$ cat src/rtl/read_page_ctrl.sv
// NAND page-read sequencer: paces byte reads against free slots of an 8-entry show-ahead FIFO.
// Define READ_PAGE_CSUM_EN to add o_csum, a 16-bit wrap-around sum of the bytes of each transfer.
module read_page_ctrl #(
    parameter int unsigned LEN_W   = 12,
    parameter int unsigned FIFO_AW = 3
) (
    input  logic               i_clk,
    input  logic               i_rst,
    input  logic               i_start,
    input  logic [LEN_W-1:0]   i_byte_cnt,
    input  logic               i_nf_rb_n,
    output logic               o_rd_byte_en,
    input  logic               i_rd_byte_ack,
    input  logic [7:0]         i_rd_byte_data,
    output logic [7:0]         o_dout,
    output logic               o_dout_valid,
    input  logic               i_dout_ready,
    output logic               o_busy,
    output logic               o_done,
    output logic [FIFO_AW:0]   o_fifo_level
`ifdef READ_PAGE_CSUM_EN
    ,
    output logic [15:0]        o_csum
`endif
);

    localparam int unsigned      DEPTH  = 2 ** FIFO_AW;
    localparam logic [FIFO_AW:0] L_FULL = (FIFO_AW + 1)'(DEPTH);

    localparam logic [2:0] S_IDLE     = 3'd0;
    localparam logic [2:0] S_WAIT_RB  = 3'd1;
    localparam logic [2:0] S_ISSUE    = 3'd2;
    localparam logic [2:0] S_WAIT_ACK = 3'd3;
    localparam logic [2:0] S_DRAIN    = 3'd4;
    localparam logic [2:0] S_DONE     = 3'd5;

    logic [2:0]         r_state;
    logic [LEN_W-1:0]   r_remaining;
    logic               r_rd_byte_en;
    logic               r_busy;
    logic               r_done;
    logic [FIFO_AW-1:0] r_wr_ptr;
    logic [FIFO_AW-1:0] r_rd_ptr;
    logic [FIFO_AW:0]   r_level;
    logic [7:0]         r_mem [DEPTH];

    logic [2:0]         w_state_nxt;
    logic [LEN_W-1:0]   w_remaining_nxt;
    logic               w_rd_en_nxt;
    logic               w_busy_nxt;
    logic               w_done_nxt;
    logic               w_start_acc;
    logic               w_push;
    logic               w_pop;
    logic               w_empty;
    logic               w_full;
    logic [FIFO_AW:0]   w_level_nxt;

    assign w_empty = (r_level == '0);
    assign w_full  = (r_level == L_FULL);

    // Acks are only honoured while a request is outstanding; strays elsewhere are dropped.
    assign w_push = (r_state == S_WAIT_ACK) && i_rd_byte_ack;
    assign w_pop  = !w_empty && i_dout_ready;

    always_comb begin
        w_level_nxt = r_level;
        if (w_push && !w_pop) begin
            w_level_nxt = r_level + (FIFO_AW + 1)'(1);
        end else if (!w_push && w_pop) begin
            w_level_nxt = r_level - (FIFO_AW + 1)'(1);
        end
    end

    always_comb begin
        w_state_nxt     = r_state;
        w_remaining_nxt = r_remaining;
        w_rd_en_nxt     = 1'b0;
        w_busy_nxt      = r_busy;
        w_done_nxt      = 1'b0;
        w_start_acc     = 1'b0;
        case (r_state)
            S_IDLE: begin
                if (i_start) begin
                    w_start_acc     = 1'b1;
                    w_busy_nxt      = 1'b1;
                    w_remaining_nxt = i_byte_cnt;
                    w_state_nxt     = (i_byte_cnt == '0) ? S_DONE : S_WAIT_RB;
                end
            end
            S_WAIT_RB: begin
                if (i_nf_rb_n) begin
                    w_state_nxt = S_ISSUE;
                end
            end
            S_ISSUE: begin
                // One byte in flight at most, so a free slot now is still free at ack time.
                if (!w_full) begin
                    w_rd_en_nxt = 1'b1;
                    w_state_nxt = S_WAIT_ACK;
                end
            end
            S_WAIT_ACK: begin
                if (i_rd_byte_ack) begin
                    if (r_remaining != '0) begin
                        w_remaining_nxt = r_remaining - LEN_W'(1);
                    end
                    w_state_nxt = (r_remaining <= LEN_W'(1)) ? S_DRAIN : S_ISSUE;
                end
            end
            S_DRAIN: begin
                if (w_level_nxt == '0) begin
                    w_state_nxt = S_DONE;
                end
            end
            S_DONE: begin
                w_done_nxt  = 1'b1;
                w_busy_nxt  = 1'b0;
                w_state_nxt = S_IDLE;
            end
            default: begin
                w_state_nxt = S_IDLE;
                w_busy_nxt  = 1'b0;
            end
        endcase
    end

    always_ff @(posedge i_clk) begin
        if (i_rst) begin
            r_state      <= S_IDLE;
            r_remaining  <= '0;
            r_rd_byte_en <= 1'b0;
            r_busy       <= 1'b0;
            r_done       <= 1'b0;
            r_wr_ptr     <= '0;
            r_rd_ptr     <= '0;
            r_level      <= '0;
        end else begin
            r_state      <= w_state_nxt;
            r_remaining  <= w_remaining_nxt;
            r_rd_byte_en <= w_rd_en_nxt;
            r_busy       <= w_busy_nxt;
            r_done       <= w_done_nxt;
            r_level      <= w_level_nxt;
            if (w_push) begin
                r_wr_ptr <= r_wr_ptr + FIFO_AW'(1);
            end
            if (w_pop) begin
                r_rd_ptr <= r_rd_ptr + FIFO_AW'(1);
            end
        end
    end

    always_ff @(posedge i_clk) begin
        if (w_push) begin
            r_mem[r_wr_ptr] <= i_rd_byte_data;
        end
    end

`ifdef READ_PAGE_CSUM_EN
    logic [15:0] r_csum;

    always_ff @(posedge i_clk) begin
        if (i_rst) begin
            r_csum <= '0;
        end else if (w_start_acc) begin
            r_csum <= '0;
        end else if (w_push) begin
            r_csum <= r_csum + {8'h00, i_rd_byte_data};
        end
    end

    assign o_csum = r_csum;
`endif

    // Head is masked when empty so dout reads 00 out of reset without clearing the array.
    assign o_dout       = w_empty ? 8'h00 : r_mem[r_rd_ptr];
    assign o_dout_valid = !w_empty;
    assign o_rd_byte_en = r_rd_byte_en;
    assign o_busy       = r_busy;
    assign o_done       = r_done;
    assign o_fifo_level = r_level;

endmodule

$ cat config.mk
export PLATFORM = sky130hd
export DESIGN_NAME = read_page_ctrl
export DESIGN_NICKNAME = d
export VERILOG_FILES = /design/src/rtl/read_page_ctrl.sv
export SDC_FILE = /design/constraint.sdc
export NUM_CORES = 1
export LEC_CHECK = 0
export BUFFER_PORTS_ARGS = -buffer_cell sky130_fd_sc_hd__buf_2
export CORE_ASPECT_RATIO = 0.5
export CORE_MARGIN = 8
export CORE_UTILIZATION = 35
export DETAILED_ROUTE_END_ITERATION = 7
export PLACE_DENSITY = 0.51
export SLEW_MARGIN = 0
export SYNTH_ARGS = -nofsm -noshare
export SYNTH_HDL_FRONTEND = slang
export SYNTH_SLANG_ARGS = --single-unit
export TNS_END_PERCENT = 100
$ cat constraint.sdc
create_clock -name i_clk -period 5.3 [get_ports i_clk]
set_input_delay 1.06 -clock i_clk [delete_from_list [all_inputs] [get_ports i_clk]]
set_output_delay 1.06 -clock i_clk [all_outputs]
set_load 0.02 [all_outputs]
# After elaboration in Yosys (flattened, before gate mapping)
# Memories as Yosys holds them, arrays and structs flattened. A register that Yosys moved wholly into a read port is not among the register bits.
# Cells that the tools add are included.
[word_totals] n_memories=1 regBits=28 ramBits=64 out_inout_bits=16
[memory_table] name="r_mem" depth=8 word_bits=8 rd=1 rd_clocked_by_memory_dff=1 write_ports=1 line="45" text="logic [7:0] r_mem [DEPTH];"
[op_classes] bitwise_logic=2 eq_ne=12 n_reduce_logical=18 n_addsub=5 n_mux=23 n_lt_le_gt_ge=1
[op_table] cell="12-bit 2-to-1 mux" n=3
[op_table] cell="3-bit 2-to-1 mux" n=9
[op_table] cell="12-bit case mux with 2 select lines" n=1
[op_table] cell="3-bit case mux with 5 select lines" n=1
[op_table] cell="12-bit by 1-bit <= comparator with 1-bit output, second input constant" n=1
[op_table] cell="12-bit logical NOT" n=1
[op_table] cell="12-bit nonzero test" n=1
[op_table] cell="12-bit by 1-bit subtractor with 12-bit output, second input constant" n=1
[op_table] cell="2-bit != test, second input constant" n=5
[op_table] cell="4-bit logical NOT" n=2
[op_table] cell="4-bit 2-to-1 mux" n=2
[op_table] cell="8-bit 2-to-1 mux" n=1
[op_table] cell="3-bit by 1-bit adder with 3-bit output, second input constant" n=2
[op_table] cell="3-bit by 2-bit equality test with 1-bit output, second input constant" n=2
[op_table] cell="3-bit equality test, second input constant" n=2
[op_table] cell="1-bit 2-to-1 mux" n=5
[op_table] cell="5-bit AND reduction" n=1
[op_table] cell="4-bit by 1-bit adder with 4-bit output, second input constant" n=1
[op_table] cell="4-bit equality test, second input constant" n=1
[op_table] cell="1-bit logical AND" n=4
[op_table] cell="4-bit AND reduction" n=1
[op_table] cell="4-bit OR reduction" n=1
[op_table] cell="4-bit by 1-bit subtractor with 4-bit output, second input constant" n=1
[op_table] cell="3-bit by 1-bit equality test with 1-bit output, second input constant" n=1
[op_table] cell="other kinds (8)" n=11

# Longest topological paths before layout
# Gate-level depths: netlist (run 1).
[depth] depth_word=9 depth_mapped=8 mapped_depth_nobuf=8

# Worst setup path before layout (run 1)
# OpenSTA, ideal clock, no wires.
[synth_path] path_type="register to output" startpoint="register with a tool-made name" endpoint="output o_dout[5]" required_ns=4.240 stages_incl_launch_ff=6 setup_slack_ns=2.663 arrival_time_ns=1.577 n_path_buf=2 cell_sequence="dfxtp_1 > buf_2 > buf_2 > mux4_2 > mux2i_1 > nor2_1"
[synth_lines] element="end: declaration" line="15" text="output logic [7:0] o_dout,"

==> run metrics, run 1 <==
critical path class=reg2out; clock sink total=95; fin nets=413; mux share of post-synthesis cell area=10.8%; clk_lat worst skew=340 ps; HPWL Detailed=5960 microns; Main synth FF type=edfxtp_1; worst-path maximum fanout=16; Req. time, crit path=4240 ps; syn avg cell area=12.4 sq um; number of synthesized flops with an enable pin=64; Post-synth top cells=edfxtp_1, nor2_1, dfxtp_1; clock root cell=clkbuf_16; asr flop ratio synth=0%; Rel. slew slack=26.5%; internal power=1.46 mW; Synth Area in Adders=2.35%; CTS H-tree depth=3; gpl congestion=0.833; arrival time worst endpoint=2410 ps; post-synthesis compound-gate area fraction=8.52%; setup repair bufs after CTS=0; clk buf depth=2; Port Buf Inserts=41; YS warnings=0; R2R depth=7; count of final setup violators=0; 1st-iter DRT viols=225; largest net degree at the start of global routing=33; register area=2540 sq um; All-Layer GR Usage=12.0%; Die Span Y=94.0 microns; DR vias/cell=5.05; Seq pwr share=43.3%; CP Launch Type=register; Hold Path Class=reg2reg; DRT Wirelength=9000 microns; Syn Nets=377; Least-Margin Pin Slew=1100 ps; initial antenna violation count=0; synthesized cell area=4260 sq um; count leader, synth=edfxtp_1; core area=11,800 sq um; die area=16,200 sq um; Antenna Cells=0; area of the multi-input gates=1610 sq um; clock power share=26.9%; main combinational cell family by area after synthesis=simple AND/OR/NAND/NOR gates; synth top area cells=edfxtp_1, dfxtp_1, mux4_2, a21oi_1, nor2_1; Slew Viols, Final=0; RSZ-0062 raised after global routing=false; power density cells=457 nW/um^2; max-cap viol count=0; layout cells sized above 1=22.1%; Netlist cell types=52; setup TNS=0 ps; area leader, netlist=edfxtp_1; # DRC=0; number of core rows=28; clk slew on worst S/H paths=60 ps; Seq/Total Area, Yosys=59.7%; endpoint class of the critical path=output pin; Final ANT Viol Nets=0; WHS Path Cells=2; Max VDD drop=0.172 mV; Psw=0.780 mW; global-route wire length before repair=14,900 microns; outcome=finished, final reports clean; time the worst path needs with I/O delays and setup=3470 ps; CTS tree=built; Logic pwr share=29.8%; GRT Residual Overflow=0; Post-CTS Hold Buffers=0; router iterations before antenna repair=4; worst setup margin=1830 ps; simple-gate share of the synthesized area=14.7%; Place WS=2100 ps; Clock Skew=7.58 ps; Area Overhead vs Synth=15.0%; # resized after CTS=0; Sw Ratio=34.8%; routed len/inst=16.4 microns; Synth Area in XOR/XNOR=1.23%; Tcrit/Tclk final=65.5%; cell count after synthesis=343; die width=172 microns; vias in the first global route=2,855; FF+latch count, synth=95; via count=2,775; Leak Pwr=1.69 nW; Fin. Hold Viols=0; post-synth top area share=45.1%; Num CTS Buffers=9; Top Ports=42; FMAX=288 MHz; Initial Utilization=36.0%; # fillers=1,149
-- state kept, by name, summed over array words and instances, names as in the netlist, named ones only --
| signal | count |
|---|---|
| o_busy | 1 |
| o_done | 1 |
| o_fifo_level | 4 |
| o_rd_byte_en | 1 |
| r_mem | 64 |
| r_rd_ptr | 3 |
| r_remaining | 12 |
| r_state | 3 |
| r_wr_ptr | 3 |
-- worst max-delay path: stages, from the launching register on --
cell and delay (ps):
dfxtp_1 1050, mux4_2 600, mux2i_1 170, nor2_1 60
buf_2 200
-- cells by family after synthesis --
| group | count (synthesis) |
|---|---|
| AOI/OAI and AO/OA | 63 |
| xor gates and xnor gates | 6 |
| adders and majority gates | 8 |
| buffers and inverters | 27 |
| DFF | 95 |
| muxes | 26 |
| and+or+nand+nor | 118 |
-- stage by stage --
stage                     hold slack [ps]  cells  total power [mW]  util (%)  area, sq um
after floorplan                       467    343              1.48         -         4260
after global placement                483    533              1.64      39.0         4620
final                                 492    549              2.24      41.4         4900
after CTS                             502    549              2.26      41.4         4900
after global routing                  528    549              2.38      41.4         4900
after detailed placement              490    533              1.66      39.0         4620
-- area by class of cell --
class                      instances  share of cell area (%)
multi-input combinational        221                    32.9
tap                              165                    4.21
inverter                           8                   0.613
timing repair buffer              44                    4.65
clock buffer                       9                    4.60
sequential                        95                    51.9
clock inverter                     7                    1.10
-- final timing paths --
path,end,from,slack (ps)
worst max-delay path,o_dout[2],register,1830
worst min-delay path,o_busy,o_busy,490
worst max register to register,r_state[0],o_fifo_level[0],2620
worst min register to register,o_busy,o_busy,490
-- layout by cell type, fill, tap and decap left out, types with 4 or more instances in the layout --
cell,count
o21ai_1,5
nor4_1,6
nand2_1,30
and2_1,4
nor2_1,35
nand2b_1,5
ha_1,8
mux4_2,16
mux2i_1,10
dfxtp_1,31
inv_1,7
o21ai_0,13
o31ai_1,4
clkbuf_16,9
buf_2,41
edfxtp_1,64
a21oi_1,27
nand3_1,5
nor3_1,6
-- power groups by stage --
| stage | Sequential [mW] | Clock [mW] | Combinational [mW] |
|---|---|---|---|
| 4_1_cts | 0.972 | 0.621 | 0.672 |
| 2_1_floorplan | 0.923 | 0 | 0.553 |
| 6_report | 0.969 | 0.603 | 0.667 |
| 3_5_place_dp | 0.987 | 0 | 0.669 |
| 3_3_place_gp | 0.985 | 0 | 0.660 |
| 5_1_grt | 0.991 | 0.654 | 0.740 |
-- layer usage --
metal | up-vias | GRT usage [%] | part of all wire [%]
met5 | - | 0 | 0
met4 | 0 | 3.21 | 0.68
met3 | 6 | 4.07 | 5.1
met2 | 66 | 18.8 | 46
met1 | 1342 | 15.7 | 48
li1 | 1361 | - | -
Note: power is estimated with default switching activity, not from simulation.
==> run 2, diff against run 1 <==
--- a/config.mk
+++ b/config.mk
@@ -10,7 +10,7 @@
 export CORE_MARGIN = 8
 export CORE_UTILIZATION = 35
 export DETAILED_ROUTE_END_ITERATION = 7
-export PLACE_DENSITY = 0.51
+export PLACE_DENSITY = 0.53
 export SLEW_MARGIN = 0
 export SYNTH_ARGS = -nofsm -noshare
 export SYNTH_HDL_FRONTEND = slang
==> constraint.sdc (replaced) <==
create_clock -name i_clk -period 2.85 [get_ports i_clk]
set_input_delay 0.57 -clock i_clk [delete_from_list [all_inputs] [get_ports i_clk]]
set_output_delay 0.57 -clock i_clk [all_outputs]
set_load 0.02 [all_outputs]
==> run 2 against run 1 <==
- global-route usage decreased by 0.26 points
- clock-buffer cell count increased by 1
- total power increased by 92%
- cell count increased by 1.5%
- worst setup slack got worse by 1600 ps
- sequential share of layout area decreased by 0.86 points
- non-clock buffer count increased by 8
- clock power increased by 100%
- clock skew increased by 0.76 ps
- critical path type unchanged
==> run metrics, run 2 (synthesis results as in run 1) <==
routed len/inst=16.6 microns (+1.1%); HPWL Detailed=6230 microns (+4.6%); clock root cell=clkbuf_16; most frequent cells in the layout=edfxtp_1, buf_2, nor2_1; DR vias/cell=5.07 (+0.34%); All-Layer GR Usage=11.7% (-0.26 points); Num CTS Buffers=9 (unchanged); CP Launch Type=register; CTS H-tree depth=3 (unchanged); Initial Utilization=36.0% (unchanged); endpoint class of the critical path=output pin; layout cells sized above 1=23.2% (+1.1 points); count of final setup violators=0 (unchanged); Clock Skew=8.35 ps (+0.762 ps); Top Ports=42 (unchanged); critical path class=reg2out; initial antenna violation count=0 (unchanged); commonest non-fill, non-tap cell in the layout=edfxtp_1; CTS tree=built; Biggest register=r_mem; setup TNS=0 ps (unchanged); Least-Margin Pin Slew=768 ps (-330 ps); router iterations before antenna repair=4 (unchanged); Area Overhead vs Synth=17.0%; global-route wire length before repair=14,800 microns (-1.2%); register area=2540 sq um (unchanged); Post-CTS Hold Buffers=0 (unchanged); outcome=finished, final reports clean; fin nets=421 (+1.9%); worst setup margin=269 ps (-1560 ps); Leak Pwr=1.74 nW (+3.1%); # fillers=1,130 (-1.7%); GRT Residual Overflow=0 (unchanged); vias in the first global route=2,933 (+2.7%); area of the multi-input gates=1610 sq um (-0.23%); DRT Wirelength=9220 microns (+2.5%); Antenna Cells=0 (unchanged); clock sink total=95 (unchanged); number of core rows=28 (unchanged); clock power share=28.2% (+1.3 points); clk buf depth=2 (unchanged); max reg flops=64 (unchanged); Hold Path Class=in2reg; Buf/Inv on CP=2 (+1); worst-path maximum fanout=12 (-4); via count=2,825 (+1.8%); Rel. slew slack=48.7% (+22 points); Final ANT Viol Nets=0 (unchanged); power density cells=861 nW/um^2 (+89%); FMAX=387 MHz; Port Buf Inserts=41 (unchanged); RSZ-0062 raised after global routing=false; arrival time worst endpoint=2010 ps (-400 ps); core area=11,800 sq um (unchanged); Fin. Hold Viols=0 (unchanged); total power=4.29 mW (+92%); internal power=2.83 mW (+94%); die area=16,200 sq um (unchanged); Logic pwr share=31.3% (+1.5 points); Max VDD drop=0.311 mV (+81%); # DRC=0 (unchanged); Cell Chain, Critical Path=inv_1 -> ha_1 -> nor3b_4 -> nor2_1 -> buf_2; Req. time, crit path=2280 ps (-1960 ps); Crit-path slowest cell=nor3b_4; clk slew on worst S/H paths=70 ps (about the same); max-cap viol count=0 (unchanged); Sw Ratio=34.1% (-0.75 points); Place WS=105 ps (-1990 ps); clk_lat worst skew=340 ps (about the same); Psw=1.46 mW (+88%); Largest stage delay, worst path=670 ps (-380 ps); gpl congestion=0.844 (+1.2%); die width=172 microns (unchanged); Seq pwr share=40.4% (-2.9 points); crit-path leading delay family=simple AND/OR/NAND/NOR gates; Die Span Y=94.0 microns (unchanged); time the worst path needs with I/O delays and setup=2580 ps; Slew Viols, Final=0 (unchanged); Tcrit/Tclk final=90.6%; 1st-iter DRT viols=176 (-22%); largest net degree at the start of global routing=33 (unchanged)
==> run 2: cell types whose count changed in the layout (fill, tap and decap cells not counted), sizes merged <==
cell,previous run,this run
bufinv,0,1
clkinv,3,2
buf,44,52
clkinvlp,1,0
clkbuf,9,10
==> run 2: cell type report <==
class	count	area share, %
Inverter	8	0.603
Clock buffer	10	4.60
Multi-Input combinational cell	221	32.3
Clock inverter	6	1.53
Tap cell	165	4.14
Timing Repair Buffer	52	5.78
Sequential cell	95	51.0
==> run 2: per-stage QoR <==
| stage | util, % | instances | hold slack, ps | cell area [sq um] |
|---|---|---|---|---|
| final | 42.1 | 557 | 498 | 4980 |
| after global routing | 42.1 | 557 | 507 | 4980 |
| after global placement | 39.4 | 541 | 478 | 4670 |
| after CTS | 42.1 | 557 | 491 | 4980 |
| after floorplan | - | 343 | 467 | 4260 |
| after detailed placement | 39.4 | 541 | 495 | 4670 |
==> run 2: routing by layer <==
layer  vias to the layer above  share of wire (%)  global-route usage (%)
met1                      1356                 47                    14.3
met4                         0                2.4                    4.78
met5                         -                  0                       0
met3                        20                4.1                    3.02
li1                       1373                  -                       -
met2                        76                 46                    19.7
==> run 2: timing repair <==
| item | 4_1_cts | 5_1_grt |
|---|---|---|
| endpoints found under the setup margin | 9 | 0 |
| setup buffers | 0 | 0 |
| gates resized for setup | 1 | 0 |
==> run 2: power groups by stage <==
| stage | combinational, mW | clock [mW] | sequential [mW] |
|---|---|---|---|
| after floorplan | 1.03 | 0 | 1.72 |
| after global placement | 1.33 | 0 | 1.74 |
| after detailed placement | 1.36 | 0 | 1.76 |
| after CTS | 1.37 | 1.25 | 1.73 |
| after global routing | 1.49 | 1.29 | 1.76 |
| final | 1.35 | 1.21 | 1.73 |
==> run 2: final timing paths <==
check / from / endpoint / slack (ps) / cells past startpoint
setup / recovery: o_fifo_level[0] / o_dout[6] / 270 / 5
hold / removal: i_rd_byte_data[3] / r_mem[5][3] / 500 / 1
setup reg to reg: o_fifo_level[0] / r_state[0] / 440 / 7
hold reg to reg: o_busy / o_busy / 500 / 2
